`config.mk`:
```
export PLATFORM = sky130hd
export DESIGN_NAME = pf_tile_fetch
export DESIGN_NICKNAME = d
export VERILOG_FILES = /design/src/rtl/pf_tile_fetch.sv
export SDC_FILE = /design/constraint.sdc
export NUM_CORES = 1
export LEC_CHECK = 0
export CAP_MARGIN = 20
export CORE_ASPECT_RATIO = 0.8
export CORE_MARGIN = 1
export CORE_UTILIZATION = 58
export CTS_BUF_LIST = sky130_fd_sc_hd__clkbuf_8
export CTS_CLUSTER_SIZE = 40
export DETAILED_ROUTE_END_ITERATION = 12
export PLACE_DENSITY_LB_ADDON = 0.15
export SLEW_MARGIN = 20
export SYNTH_ARGS = -nofsm -noshare
export SYNTH_HDL_FRONTEND = slang
export SYNTH_HIERARCHICAL = 1
export SYNTH_SLANG_ARGS = --single-unit
```
`constraint.sdc`:
```
create_clock -name clk -period 7 [get_ports clk]
set_clock_uncertainty 0.2 [all_clocks]
set_input_delay 1.05 -clock clk [delete_from_list [all_inputs] [get_ports clk]]
set_output_delay 1.05 -clock clk [all_outputs]
set_load 0.01 [all_outputs]
```
`src/rtl/pf_tile_fetch.sv`:
```
// Playfield tile fetch sequencer. Each line it reads one map row from VRAM and hands
// the decoded tile entries to the pixel pipeline.

// Tile entry FIFO with a synchronous flush. A pop is ignored while the FIFO is empty.
// Latency: a pushed entry reaches the head one cycle after the push.
// Backpressure: the FIFO does not guard against overflow; the producer must respect o_full.
module pf_tile_fifo #(
    parameter int WIDTH = 17,
    parameter int DEPTH = 4
) (
    input  logic             clk,
    input  logic             rst,
    input  logic             i_flush,
    input  logic             i_push,
    input  logic [WIDTH-1:0] i_dat,
    input  logic             i_pop,
    output logic             o_vld,
    output logic [WIDTH-1:0] o_dat,
    output logic             o_full
);
    localparam int          AW      = $clog2(DEPTH);
    localparam logic [AW:0] DEPTH_C = (AW+1)'(DEPTH);

    logic [WIDTH-1:0] r_mem [DEPTH];
    logic [AW-1:0]    r_wptr;
    logic [AW-1:0]    r_rptr;
    logic [AW:0]      r_count;
    logic             w_pop;

    assign o_vld  = (r_count != '0);
    assign o_full = (r_count == DEPTH_C);
    assign o_dat  = r_mem[r_rptr];
    assign w_pop  = i_pop && o_vld;

    always_ff @(posedge clk) begin
        if (i_push) begin
            r_mem[r_wptr] <= i_dat;
        end
    end

    always_ff @(posedge clk) begin
        if (rst || i_flush) begin
            r_wptr  <= '0;
            r_rptr  <= '0;
            r_count <= '0;
        end else begin
            if (i_push) begin
                r_wptr <= r_wptr + 1'b1;
            end
            if (w_pop) begin
                r_rptr <= r_rptr + 1'b1;
            end
            if (i_push && !w_pop) begin
                r_count <= r_count + 1'b1;
            end else if (!i_push && w_pop) begin
                r_count <= r_count - 1'b1;
            end
        end
    end
endmodule

// Walks one map row per line. It issues one VRAM read per tile column and decodes each word into the FIFO.
// Latency: vram_req follows line_start by one cycle; returned data reaches tile_valid one cycle after rvalid.
// Backpressure: a request is raised only when the buffered entries plus the outstanding read leave room in the FIFO.
module pf_tile_fetch #(
    parameter int TILES_PER_LINE = 42,
    parameter int FIFO_DEPTH     = 4
) (
    input  logic        clk,
    input  logic        rst,
    input  logic        line_start,
    input  logic [8:0]  pfv,
    input  logic [8:0]  pfh,
    output logic        vram_req,
    output logic [11:0] vram_addr,
    input  logic        vram_gnt,
    input  logic        vram_rvalid,
    input  logic [15:0] vram_rdata,
    output logic        tile_valid,
    output logic [11:0] tile_code,
    output logic [2:0]  tile_color,
    output logic        tile_hflip,
    output logic        tile_last,
    input  logic        tile_pop,
    output logic [2:0]  fine_v,
    output logic [2:0]  fine_h,
    output logic        line_done
);
    localparam int            CW    = $clog2(TILES_PER_LINE + 1);
    localparam logic [CW-1:0] TPL_C = CW'(TILES_PER_LINE);

    typedef enum logic [1:0] { IDLE, REQ, WAIT } state_t;

    typedef struct packed {
        logic        last;
        logic        hflip;
        logic [2:0]  color;
        logic [11:0] code;
    } tile_t;

    state_t        r_state;
    logic [5:0]    r_row;
    logic [5:0]    r_col;
    logic [2:0]    r_fine_v;
    logic [2:0]    r_fine_h;
    logic [CW-1:0] r_issued;
    logic          r_discard;
    logic          r_line_done;

    logic  w_fifo_vld;
    logic  w_fifo_full;
    logic  w_outstanding;
    logic  w_gnt;
    logic  w_push;
    logic  w_pop;
    tile_t w_push_dat;
    tile_t w_head;

    // A read abandoned by a restart stays in flight until its rvalid. The discard flag
    // blocks new requests until then, so at most one read is outstanding.
    assign w_outstanding = (r_state == WAIT) || r_discard;
    assign vram_req      = (r_state == REQ) && !r_discard && !w_fifo_full;
    assign w_gnt         = vram_req && vram_gnt;
    assign w_push        = vram_rvalid && (r_state == WAIT) && !r_discard && !line_start && !rst;
    assign w_pop         = tile_pop && w_fifo_vld;

    assign w_push_dat.last  = (r_issued == TPL_C);
    assign w_push_dat.hflip = vram_rdata[15];
    assign w_push_dat.color = vram_rdata[14:12];
    assign w_push_dat.code  = vram_rdata[11:0];

    pf_tile_fifo #(
        .WIDTH ($bits(tile_t)),
        .DEPTH (FIFO_DEPTH)
    ) u_fifo (
        .clk     (clk),
        .rst     (rst),
        .i_flush (line_start),
        .i_push  (w_push),
        .i_dat   (w_push_dat),
        .i_pop   (tile_pop),
        .o_vld   (w_fifo_vld),
        .o_dat   (w_head),
        .o_full  (w_fifo_full)
    );

    always_ff @(posedge clk) begin
        if (rst) begin
            r_state     <= IDLE;
            r_row       <= '0;
            r_col       <= '0;
            r_fine_v    <= '0;
            r_fine_h    <= '0;
            r_issued    <= '0;
            r_discard   <= 1'b0;
            r_line_done <= 1'b0;
        end else begin
            r_line_done <= w_pop && w_head.last;
            if (line_start) begin
                r_row     <= pfv[8:3];
                r_fine_v  <= pfv[2:0];
                r_col     <= pfh[8:3];
                r_fine_h  <= pfh[2:0];
                r_issued  <= '0;
                r_state   <= REQ;
                r_discard <= (w_outstanding && !vram_rvalid) || w_gnt;
            end else begin
                if (r_discard && vram_rvalid) begin
                    r_discard <= 1'b0;
                end
                case (r_state)
                    REQ: begin
                        if (w_gnt) begin
                            r_state  <= WAIT;
                            r_col    <= r_col + 6'd1;
                            r_issued <= r_issued + 1'b1;
                        end
                    end
                    WAIT: begin
                        if (vram_rvalid) begin
                            r_state <= (r_issued < TPL_C) ? REQ : IDLE;
                        end
                    end
                    default: r_state <= r_state;
                endcase
            end
        end
    end

    assign vram_addr  = {r_row, r_col};
    assign fine_v     = r_fine_v;
    assign fine_h     = r_fine_h;
    assign line_done  = r_line_done;

    // Head fields read as zero while the FIFO is empty.
    assign tile_valid = w_fifo_vld;
    assign tile_code  = w_fifo_vld ? w_head.code  : 12'd0;
    assign tile_color = w_fifo_vld ? w_head.color : 3'd0;
    assign tile_hflip = w_fifo_vld && w_head.hflip;
    assign tile_last  = w_fifo_vld && w_head.last;
endmodule

```
== Word level (Yosys, flattened, before mapping) ==
Memory sizes are Yosys's and may differ from the RTL's. A register that Yosys moved wholly into a read port is not among the register bits.
Cells that the tools add are included.

* Add/sub/neg operators: 6
* Magnitude comparators: 1
* Equality and inequality tests: 8
* Multiplexer cells: 18
* Reductions and logical operators: 37

{| class="wikitable"
|+ Operator list
! operator !! count
|-
| 6-bit 2-to-1 mux || 3
|-
| 1-bit logical AND || 15
|-
| 6-bit by 1-bit adder with 6-bit output (second input constant) || 2
|-
| 12-bit 2-to-1 mux || 1
|-
| 2-bit nonzero test || 5
|-
| 3-bit 2-to-1 mux || 3
|-
| 2-bit 2-to-1 mux || 4
|-
| 1-bit zero test || 7
|-
| 6-bit == test (second input constant) || 1
|-
| 6-bit < comparator (second input constant) || 1
|-
| 1-bit 2-to-1 mux || 6
|-
| 3-bit != test (second input constant) || 2
|-
| 3-bit AND reduction || 2
|-
| 3-bit nonzero test || 2
|-
| 2-bit by 1-bit adder with 2-bit output (second input constant) || 2
|-
| 2-bit != test (second input constant) || 2
|-
| 2-bit case mux with 2 select lines || 1
|-
| 2-bit AND reduction || 2
|-
| 3-bit by 1-bit adder with 3-bit output (second input constant) || 1
|-
| 3-bit == test (second input constant) || 1
|-
| 1-bit logical OR || 3
|-
| 3-bit by 1-bit subtractor with 3-bit output (second input constant) || 1
|-
| 2-bit by 1-bit == test with 1-bit output (second input constant) || 1
|-
| 2-bit == test (second input constant) || 1
|-
| 2-bit OR reduction || 1
|}

* Register bits: 35
* Bits in writable memories: 68
* Input port bits: 40
* Output and inout port bits: 38
* Logic and storage cells: 83
* Memories: 1

{| class="wikitable"
|+ Memory list
! name !! depth !! bits a word !! rd ports !! clocked after memory_dff !! wr ports !! line !! source
|-
| u_fifo.r_mem || 4 || 17 || 1 || 1 || 1 || 24 || <nowiki>logic [WIDTH-1:0] r_mem [DEPTH];</nowiki>
|}

== Depth between registers and ports, before layout ==
Gate-level depths: netlist of run 1.

* Depth after elaboration: 9
* Mapped depth: 10
* Gate-level depth less buffers: 8

== By module ==
Netlist of run 1, hierarchy kept.

{| class="wikitable"
|+ By module, submodules not included
! module !! instances !! cells each !! area an instance (um^2) !! sequential area each (um^2)
|-
| pf_tile_fifo || 1 || 134 || 2942.8 || 2222.1
|-
| pf_tile_fetch || 1 || 158 || 1353.8 || 560.5
|}

== Worst setup path before layout of run 1 ==
OpenSTA, ideal clock, no wires.

* Path kind: input port to flip-flop
* Start point: input line_start
* End point: register u_fifo.r_count[2]
* Setup time: 0.070 ns
* Arrival time: 3.553 ns
* Required time: 6.730 ns
* Setup slack: 3.177 ns
* Cell stages on the path: 10
* Buffers on the path: 2
* Path through: clkbuf_1 or2_2 clkbuf_1 nor4_1 ha_1 inv_1 fa_1 xor2_1 or3_1 a21oi_1

* Cells in the longest elaborated chain, start to end: 6
* Elaborated cells on any way between the ends: 9

{| class="wikitable"
|+ Ends and longest elaborated chain
! item !! line !! source
|-
| start, declared || 71 || <nowiki>input logic line_start,</nowiki>
|-
| 1-bit zero test * || 124 || <nowiki>assign w_push = vram_rvalid && (r_state == WAIT) && !r_discard && !line_start && !rst;</nowiki>
|-
| 1-bit logical AND * (2 in a row) || 124 ||
|-
| net w_push || 114 || <nowiki>logic w_push;</nowiki>
|-
| 1-bit zero test || 55 || <nowiki>end else if (!i_push && w_pop) begin</nowiki>
|-
| 1-bit logical AND || 55 ||
|-
| 2-bit nonzero test (no line) || - ||
|-
| end signal, assigned || 54 || <nowiki>r_count <= r_count + 1'b1;</nowiki>
|-
| end signal, assigned || 56 || <nowiki>r_count <= r_count - 1'b1;</nowiki>
|-
| end, declared || 27 || <nowiki>logic [AW:0] r_count;</nowiki>
|}

The timed path passes the listed nets; every way through them passes the cells marked *.
A chain may end at the register's enable or synchronous reset.

== Final worst setup path of run 1 ==
* Start point: input rst
* End point: register u_fifo.r_count[2]

* Cells in the longest elaborated chain, start to end: 5
* Elaborated cells on any way between the ends: 8

{| class="wikitable"
|+ Ends and longest elaborated chain
! item !! line !! source
|-
| start, declared || 70 || <nowiki>input logic rst,</nowiki>
|-
| 1-bit zero test * || 124 ||
|-
| 1-bit logical AND * || 124 ||
|-
| net w_push || 114 ||
|-
| 1-bit zero test || 55 ||
|-
| 1-bit logical AND || 55 ||
|-
| 2-bit nonzero test (no line) || - ||
|}

Marks and branches as above.

==> results of run 1 <==
layer usage:
layer	wire length, um	part of all wire (%)	up-vias	global-route usage (%)
met4	103	1.3	0	6.87
met3	458	5.8	15	7.48
met2	3970	50	89	37.1
li1	-	-	1244	-
met5	0	0	-	0
met1	3370	43	1294	27.8
through the flow:
stage	area, um^2	setup WS [ns]
final	5340	2.71
after global routing	5340	2.47
after CTS	5330	2.31
after detailed placement	5090	2.09
after global placement	5090	2.19
after floorplan	4300	3.18
final timing paths:
| path | start | cells past startpoint | slack (ns) | end |
|---|---|---|---|---|
| setup / recovery | rst | 9 | 2.71 | u_fifo/r_count[2] |
| setup reg to reg | r_state[1] | 8 | 4.25 | u_fifo/r_count[2] |
| hold reg to reg | r_row[5] | 2 | 0.31 | r_row[5] |
| hold / removal | r_row[5] | 2 | 0.31 | r_row[5] |
report_power, final:
part | total, mW | switching, mW | internal (mW)
Combinational | 0.0793 | 0.0348 | 0.0444
Sequential | 0.673 | 0.00696 | 0.666
Clock | 0.437 | 0.198 | 0.239
cell families (layout without fill, tap and decap cells):
group                    after synthesis  after routing
buffers and inverters                 27            105
multiplexers                          32             32
AND/OR/NAND/NOR                       81             81
flip-flops                           105            105
AO/OA/AOI/OAI                         33             33
XOR/XNOR                               5              5
adder cells (fa/ha/maj)                9              9
registers in the layout (all words and copies together), names as in the netlist, named ones only:
signal,flops
fine_h,3
fine_v,3
line_done,1
r_col,6
r_discard,1
r_issued,6
r_row,6
r_state,2
u_fifo/r_count,3
u_fifo/r_mem,68
u_fifo/r_rptr,2
u_fifo/r_wptr,2
worst register-to-register path, stage by stage (launching register included):
cell and delay (ns):
dfxtp_1 0.40, nand2_1 0.11, nor4_2 0.62, ha_1 0.31, inv_1 0.06, fa_1 0.37, xor2_1 0.16, or3_1 0.30
a21oi_1 0.15
area by class of cell:
class                           instances  area [um^2]
Multi-Input combinational cell        160         1390
Timing Repair Buffer                   77          771
Tap cell                               87          109
Clock inverter                          7          118
Inverter                               12         45.0
Sequential cell                       105         2780
Fill cell                             455         1690
Clock buffer                            9          124
cell usage in the layout, fill, tap and decap left out, types with 2 or more instances in the layout:
cell	n
nand3_1	2
nor2_1	29
xor2_1	4
or4_1	2
or3_1	8
nand2_1	5
inv_1	13
or2_2	2
mux2i_1	14
mux4_1	7
nand4_1	4
clkbuf_8	9
bufinv_16	3
o31ai_1	3
clkdlybuf4s50_1	77
o21ai_0	10
a311oi_1	6
ha_1	8
a21oi_1	7
and2_1	21
dfxtp_1	36
mux4_2	10
edfxtp_1	68
==> summary.md, run 1 <==
| Metric | Value |
|---|---|
| First-pass DRT Iterations | 12 |
| Count leader, synth | edfxtp_1 |
| Area grow syn2layout | 24.3% |
| Total power | 1.19 mW |
| WL final | 7900 um |
| Tmin final | 4.29 ns |
| Die area | 7760 um^2 |
| Vias in the first global route | 2670 |
| Compound-gate portion of the synthesized area | 5.21% |
| Most instantiated cells after synthesis | edfxtp_1 (68), dfxtp_1 (37), nor2_1 (29), and2_1 (21), mux2i_1 (14) |
| DRC viols | 2 |
| Layout Cells excl Fill | 457 |
| Main synth FF type | edfxtp_1 |
| Share of synthesized registers carrying an async set or reset | 0% |
| Worst path top cell family by delay | simple AND/OR/NAND/NOR gates |
| Critical-path cell list | clkdlybuf4s50_1 > or2_2 > nor4_2 > ha_1 > inv_1 > fa_1 > xor2_1 > or3_1 > a21oi_1 |
| Required time of the critical path | 7.09 ns |
| Final core occ | 76.0% |
| Max VDD drop | 135 uV |
| Mapped Avg Cell Area | 14.7 um^2 |
| RD Place Congestion | 0.832 |
| Yosys top cell by area | edfxtp_1 |
| Max Buffers Root-to-Sink | 2 |
| Synthesis warning total | 6 |
| Setup crit start kind | primary input |
| Post-synth cell types | 44 |
| DR iter-0 viols | 119 |
| Clk Latency, worst-skew pair | 0.36 ns |
| Hold Slack | 0.314 ns |
| H-tree depth | 3 |
| Setup bufs post-CTS | 0 |
| RSZ-0062 raised after global routing | false |
| Initial antenna violation count | 0 |
| Critical path arrival | 4.37 ns |
| Hold Vio Cnt, Final | 0 |
| Drt via density | 5.78 |
| GR Overflow Total | 0 |
| Post-Syn Instances | 292 |
| Worst Setup End Kind | register |
| Final setup vio count | 0 |
| Wire per inst | 17.3 um |
| HP Class | reg -> reg |
| Root Driver | clkbuf_8 |
| Clock sinks | 105 |
| GRT Overall Usage | 22.2% |
| Largest family of logic cells by synthesized area | multiplexers |
| TritonCTS clock tree | done |
| Core area | 7030 um^2 |
| Kind of critical path | in -> reg |
| CP max stage delay | 0.82 ns |
| Count of hold-fix buffers inserted at cts | 0 |
| Clock-pin slew on the worst setup and hold paths | 0.09 ns |
| Mux cell area share after synthesis | 13.0% |
| Post_cts resized | 0 |
| Simple-gate portion of the synthesized area | 10.1% |
| HPWL after DPL | 5030 um |
| Num rows | 27 |
| Failing checks | DRC |
| Share of the synthesized area in the top cell type | 47.5% |
| Cell Area, Synth | 4300 um^2 |
| Adder-cell share of the synthesized area | 2.80% |
| Leakage power | 1.83 nW |
| First-pass GRT wire length | 13000 um |
| Port Buffer Count | 77 |
| Worst Path Buf+Inv | 2 |
| Syn_nets | 341 |
| Fin nets | 414 |
| Antenna Nets Post-Route | 0 |
| Status | complete, but fails checks |
| FMAX | 233 MHz |
| Number of diodes | 0 |
| TNS Setup | 0 ns |
| Number of synthesized flops with an enable pin | 68 |
| Worst-Margin Slew | 0.902 ns |
| Rel. slew slack | 39.9% |
| PD cells | 223 nW/um^2 |
| Sequential cell area fraction in the yosys report | 64.8% |
| Die Width | 98.2 um |
| Die Height | 79.0 um |
| Critical path's slowest cell | clkdlybuf4s50_1 |
| Initial Util | 61.1% |
| Share of cells above drive strength 1 | 8.38% |
| Synth Area in XOR/XNOR | 1.02% |
| IO Count | 78 |
| # Max-Cap Violations | 0 |
| Period utilization | 61.2% |
| Synth top area cells | edfxtp_1 (48%), dfxtp_1 (17%), mux4_2 (5.2%), mux4_1 (4.3%), mux2i_1 (3.3%) |
| Vias | 2642 |
| Largest net degree at the start of global routing | 25 |
| Crit Path Max Fanout | 24 |
| Cts bufs inserted | 9 |
| Final-report max-slew violation count | 0 |
| Placed cells | 441 |
| FF+latch count, synth | 105 |
Note: power is estimated with default switching activity, not from simulation.
==> run 2, diff against run 1 <==
--- a/config.mk
+++ b/config.mk
@@ -8,7 +8,7 @@
 export CAP_MARGIN = 20
 export CORE_ASPECT_RATIO = 0.8
 export CORE_MARGIN = 1
-export CORE_UTILIZATION = 58
+export CORE_UTILIZATION = 49
 export CTS_BUF_LIST = sky130_fd_sc_hd__clkbuf_8
 export CTS_CLUSTER_SIZE = 40
 export DETAILED_ROUTE_END_ITERATION = 12
==> constraint.sdc (replaced) <==
create_clock -name clk -period 3.5 [get_ports clk]
set_clock_uncertainty 0.2 [all_clocks]
set_input_delay 0.525 -clock clk [delete_from_list [all_inputs] [get_ports clk]]
set_output_delay 0.525 -clock clk [all_outputs]
set_load 0.01 [all_outputs]
==> run 2 against run 1 <==
The run now ends clean. Critical path depth shrank 5. Combinational power grew 100%. Die area grew 18%. Utilization shrank 12 points. Final area grew 1.1%. Final cell count grew 7.7%. Clock power grew 66%. Register-to-register slack lost 3.2 ns. Setup slack lost 2.3 ns. Sequential share of layout area shrank 0.61 points. Critical endpoint is now vram_req.
==> summary.md, run 2 (same netlist as run 1, synthesis figures left out) <==
| Metric | Value |
|---|---|
| Fin nets | 424 |
| Total power | 2.23 mW |
| FMAX | 326 MHz |
| Most frequent cells in the layout | clkdlybuf4s50_1 (77), edfxtp_1 (68), dfxtp_1 (37), nor2_1 (29), and2_1 (21) |
| GR Overflow Total | 0 |
| Vias | 2641 |
| Largest register FFs | 68 |
| Setup WS pre-CTS | 0.275 ns |
| Wire per inst | 15.9 um |
| TritonCTS clock tree | done |
| DRC viols | 0 |
| Die Height | 85.8 um |
| Critical-path cell list | nor3b_1 > or4b_4 > inv_1 > clkdlybuf4s50_1 |
| Initial Util | 50.6% |
| WL final | 7850 um |
| Tmin final | 3.06 ns |
| RD Place Congestion | 0.761 |
| IO Count | 78 |
| Period utilization | 87.5% |
| Post-route cell area | 5400 um^2 |
| Worst Path Buf+Inv | 2 |
| Sequential share of power | 60.3% |
| Share of cells above drive strength 1 | 10.3% |
| Setup bufs post-CTS | 0 |
| H-tree depth | 3 |
| Largest Register | u_fifo/r_mem |
| Count of hold-fix buffers inserted at cts | 0 |
| Gate power share | 7.2% |
| Port Buffer Count | 77 |
| Antenna Nets Post-Route | 0 |
| Core area | 8480 um^2 |
| Worst-Margin Slew | 0.637 ns |
| Kind of critical path | reg -> out |
| Die Width | 107 um |
| First-pass GRT wire length | 12500 um |
| Critical path arrival | 2.34 ns |
| Initial antenna violation count | 0 |
| Layout Cells excl Fill | 492 |
| Num rows | 30 |
| Hold Path Depth | 2 |
| Leakage power | 1.85 nW |
| Placement Cell Area | 5210 um^2 |
| Root Driver | clkbuf_8 |
| RSZ-0062 raised after global routing | false |
| TNS Setup | 0 ns |
| PD cells | 412 nW/um^2 |
| Worst Setup End Kind | primary output |
| Critical path's slowest cell | or4b_4 |
| First-pass DRT Iterations | 4 |
| Clock sinks | 105 |
| Final-report max-slew violation count | 0 |
| Number of diodes | 0 |
| Largest net degree at the start of global routing | 24 |
| Die area | 9150 um^2 |
| Max Buffers Root-to-Sink | 2 |
| Clk Latency, worst-skew pair | 0.35 ns |
| HP Class | reg -> reg |
| GRT Overall Usage | 18.2% |
| Fin worst setup slack | 0.436 ns |
| Hold Vio Cnt, Final | 0 |
| Max VDD drop | 224 uV |
| # Max-Cap Violations | 0 |
| Drt via density | 5.37 |
| Cts bufs inserted | 9 |
| Crit Path Max Fanout | 21 |
| HPWL after DPL | 5270 um |
| Worst path top cell family by delay | buffers and inverters |
| DR iter-0 viols | 106 |
| Area grow syn2layout | 25.7% |
| Reg2reg path depth | 8 |
| Switch share | 21.4% |
| Final setup vio count | 0 |
| Hold Slack | 0.298 ns |
| Post_cts resized | 0 |
| Clock power share | 32.5% |
| Status | finished, final reports clean |
| Net Sw Power | 477 uW |
| Required time of the critical path | 2.77 ns |
| Clock-pin slew on the worst setup and hold paths | 0.09 ns |
| Rel. slew slack | 57.5% |
| Placed cells | 476 |
| Setup crit start kind | register |
| Final core occ | 63.7% |
| Vias in the first global route | 2463 |
| P_int | 1.75 mW |
| CP max stage delay | 0.62 ns |
| Number of cells on the critical path | 4 |
| Leading cell type in the layout, fill and taps excluded | clkdlybuf4s50_1 |
run 2: path summary, 6_finish.rpt:
check	start	to	slack, ns
worst max-delay path	u_fifo/r_count[0]	vram_req	0.44
worst min-delay path	fine_h[2]	fine_h[2]	0.30
worst max register to register	r_state[1]	u_fifo/r_count[2]	1.09
worst min register to register	fine_h[2]	fine_h[2]	0.30
run 2: power groups by stage:
stage          Sequential (mW)  Clock [mW]  Combinational (mW)
2_1_floorplan             1.38           0              0.0595
3_3_place_gp              1.37           0               0.158
3_5_place_dp              1.37           0               0.161
4_1_cts                   1.34       0.749               0.161
5_1_grt                   1.35       0.798               0.173
6_report                  1.34       0.724               0.160
run 2: area by class of cell:
class                   instances  area (um^2)
fillers                       669         3080
flip-flops and latches        105         2780
multi-input cells             160         1380
repair buffers                 87          858
well taps                     112          140
clock buffers                   9          124
clock inverters                 7         67.6
inverters                      12         45.0
run 2: worst min-delay path: stages, from the launching register on:
cell and delay, ns:
dfxtp_1 0.33, mux2i_1 0.07, nor2_1 0.07
run 2: per-layer routing:
layer / up-vias / global-route usage (%) / share of wire [%] / routed length, um
met5: - / 0 / 0 / 0
met4: 0 / 5.85 / 1.2 / 91
met3: 11 / 4.71 / 4.9 / 386
met2: 62 / 27.6 / 48 / 3730
met1: 1305 / 25.8 / 46 / 3640
li1: 1263 / - / - / -
==> run 3, diff against run 2 <==
--- a/config.mk
+++ b/config.mk
@@ -16,5 +16,4 @@
 export SLEW_MARGIN = 20
 export SYNTH_ARGS = -nofsm -noshare
 export SYNTH_HDL_FRONTEND = slang
-export SYNTH_HIERARCHICAL = 1
 export SYNTH_SLANG_ARGS = --single-unit
==> run 3 against run 2 <==
Final area decreased by 0.32%. Die area fell by 0.94%. Register-to-register slack worse by 0.23 ns. Maximum frequency down 1.3%. Power is 0.13% higher. Critical path type unchanged. Critical endpoint is now tile_last. Highest routed layer unchanged.
==> summary.md, run 3 <==
| Metric | Value |
|---|---|
| DR iter-0 viols | 80 |
| Storage element area | 2780 um^2 |
| CP max stage delay | 0.58 ns |
| Num rows | 30 |
| Number of synthesized flops with an enable pin | 68 |
| Hold Vio Cnt, Final | 0 |
| Core area | 8450 um^2 |
| Largest net degree at the start of global routing | 22 |
| HPWL after DPL | 5250 um |
| Largest Register | u_fifo.r_mem |
| # Max-Cap Violations | 0 |
| Area grow syn2layout | 26.5% |
| Worst Setup End Kind | primary output |
| Number of diodes | 0 |
| Setup bufs post-CTS | 0 |
| Required time of the critical path | 2.77 ns |
| Routing usage on met3 | 4.99% |
| Worst path top cell family by delay | buffers and inverters |
| Gate power share | 6.8% |
| Clk Latency, worst-skew pair | 0.36 ns |
| Share of cells above drive strength 1 | 13.9% |
| Worst Path Buf+Inv | 2 |
| Share of synthesized registers carrying an async set or reset | 0% |
| Cts bufs inserted | 9 |
| TritonCTS clock tree | done |
| Die Height | 85.4 um |
| Critical-path cell list | buf_4 > mux4_2 > and2_1 > clkdlybuf4s50_1 |
| Status | finished, final reports clean |
| Net Sw Power | 464 uW |
| Most frequent cells in the layout | clkdlybuf4s50_1 (77), edfxtp_1 (68), dfxtp_1 (37), nor2_1 (31), and2_1 (21) |
| GRT Max-Usage Layer | met2 |
| Post-synth cell types | 39 |
| Multi-input logic area | 1380 um^2 |
| Switch share | 20.8% |
| Crit Path Max Fanout | 7 |
| Clock-pin slew on the worst setup and hold paths | 0.09 ns |
| Critical path's slowest cell | dfxtp_1 |
| Vias in the first global route | 2431 |
| Final core occ | 63.7% |
| Initial antenna violation count | 0 |
| Cell Area, Synth | 4260 um^2 |
| H-tree depth | 3 |
| Tmin final | 3.10 ns |
| Clock sinks | 105 |
| Mapped Avg Cell Area | 15.0 um^2 |
| Critical path arrival | 2.38 ns |
| Main synth FF type | edfxtp_1 |
| Rel. slew slack | 59.2% |
| RD Place Congestion | 0.724 |
| Count leader, synth | edfxtp_1 |
| Sequential cell area fraction in the yosys report | 65.4% |
| GRT Overall Usage | 18.5% |
| Kind of critical path | reg -> out |
| Clock power share | 33.0% |
| RSZ-0062 raised after global routing | false |
| PD cells | 414 nW/um^2 |
| Max VDD drop | 233 uV |
| Final setup vio count | 0 |
| Drt via density | 5.09 |
| Root Driver | clkbuf_8 |
| Antenna Nets Post-Route | 0 |
| Synthesis warning total | 0 |
| P_int | 1.77 mW |
| Share of the synthesized area in the top cell type | 48.0% |
| Period utilization | 88.7% |
| WL final | 7660 um |
| Synth top area cells | edfxtp_1 (48%), dfxtp_1 (17%), mux4_2 (9.0%), and2_1 (3.1%), mux2i_1 (3.1%) |
| First-pass GRT wire length | 12500 um |
| Max Buffers Root-to-Sink | 2 |
| Final-report max-slew violation count | 0 |
| Syn_nets | 332 |
| Vias | 2471 |
| Post_cts resized | 0 |
| Leakage power | 1.80 nW |
| Most instantiated cells after synthesis | edfxtp_1 (68), dfxtp_1 (37), nor2_1 (31), and2_1 (21), mux4_2 (17) |
| Yosys top cell by area | edfxtp_1 |
| FF+latch count, synth | 105 |
| Grt met1 use | 25.5% |
| Fin nets | 417 |
| Sequential share of power | 60.2% |
| Filler Cells Inserted | 674 |
| Die Width | 106 um |
| TNS Setup | 0 ns |
| FMAX | 322 MHz |
| Largest register FFs | 68 |
| DRC viols | 0 |
| Count of hold-fix buffers inserted at cts | 0 |
| Initial Util | 50.4% |
| Worst-Margin Slew | 0.609 ns |
| HP Class | reg -> reg |
| IO Count | 78 |
| Setup crit start kind | register |
| Post-Syn Instances | 283 |
| Total power | 2.23 mW |
| GR Overflow Total | 0 |
| Leading cell type in the layout, fill and taps excluded | clkdlybuf4s50_1 |
| Wire per inst | 15.8 um |
| Port Buffer Count | 77 |
| First-pass DRT Iterations | 4 |
| Die area | 9060 um^2 |
| Met2 GRT Util | 28.0% |
run 3: area by class of cell:
type,count,share of cell area (%)
Clock buffer,10,2.56
Clock inverter,6,1.12
Inverter,5,0.349
Multi-Input combinational cell,158,25.7
Sequential cell,105,51.7
Tap cell,112,2.60
Timing Repair Buffer,89,16.0
run 3: final timing paths:
check                                  startpoint                 to  slack (ns)  cells past startpoint
worst min register to register          fine_v[0]          fine_v[0]        0.30                      2
worst min-delay path                    fine_v[0]          fine_v[0]        0.30                      2
worst max-delay path                     register          tile_last        0.40                      4
worst max register to register  u_fifo.r_count[0]  u_fifo.r_count[2]        0.86                      8
run 3: kinds of logic (layout without fill, tap and decap cells):
group | after synthesis | after routing | share of synthesized area (%)
and+or+nand+nor | 85 | 85 | 11.6
buffers and inverters | 20 | 110 | 2.09
adders and majority gates | 9 | 9 | 2.82
muxes | 30 | 30 | 12.1
AOI/OAI and AO/OA | 19 | 19 | 3.00
xor gates and xnor gates | 15 | 15 | 3.09
DFF | 105 | 105 | 65.4
run 3: power groups by stage:
stage	registers (mW)	clock network (mW)	logic [mW]
finish	1.34	0.737	0.151
global route	1.35	0.810	0.163
CTS	1.34	0.759	0.152
detailed placement	1.37	0	0.151
global placement	1.37	0	0.149
floorplan	1.38	0	0.0520
run 3: layer usage:
layer | vias up | wire length (um)
met5 | - | 0
met4 | 0 | 80
met3 | 6 | 245
met2 | 36 | 3570
met1 | 1224 | 3760
li1 | 1205 | -
run 3: through the flow:
stage	area, um^2	cells	setup slack, ns	hold WS [ns]
detailed placement	5190	469	0.428	0.283
CTS	5380	485	0.313	0.304
finish	5380	485	0.397	0.300
global route	5380	485	0.237	0.326
global placement	5190	469	0.517	0.271
floorplan	4260	283	0.715	0.261
run 3: worst register-to-register path, stage by stage, from the launching register on:
cell and delay, ns:
dfxtp_1 0.37, or3_1 0.54, nand2_1 0.23, ha_1 0.20
inv_1 0.06, fa_1 0.37, xor2_1 0.16, or3_1 0.31
a21oi_1 0.14
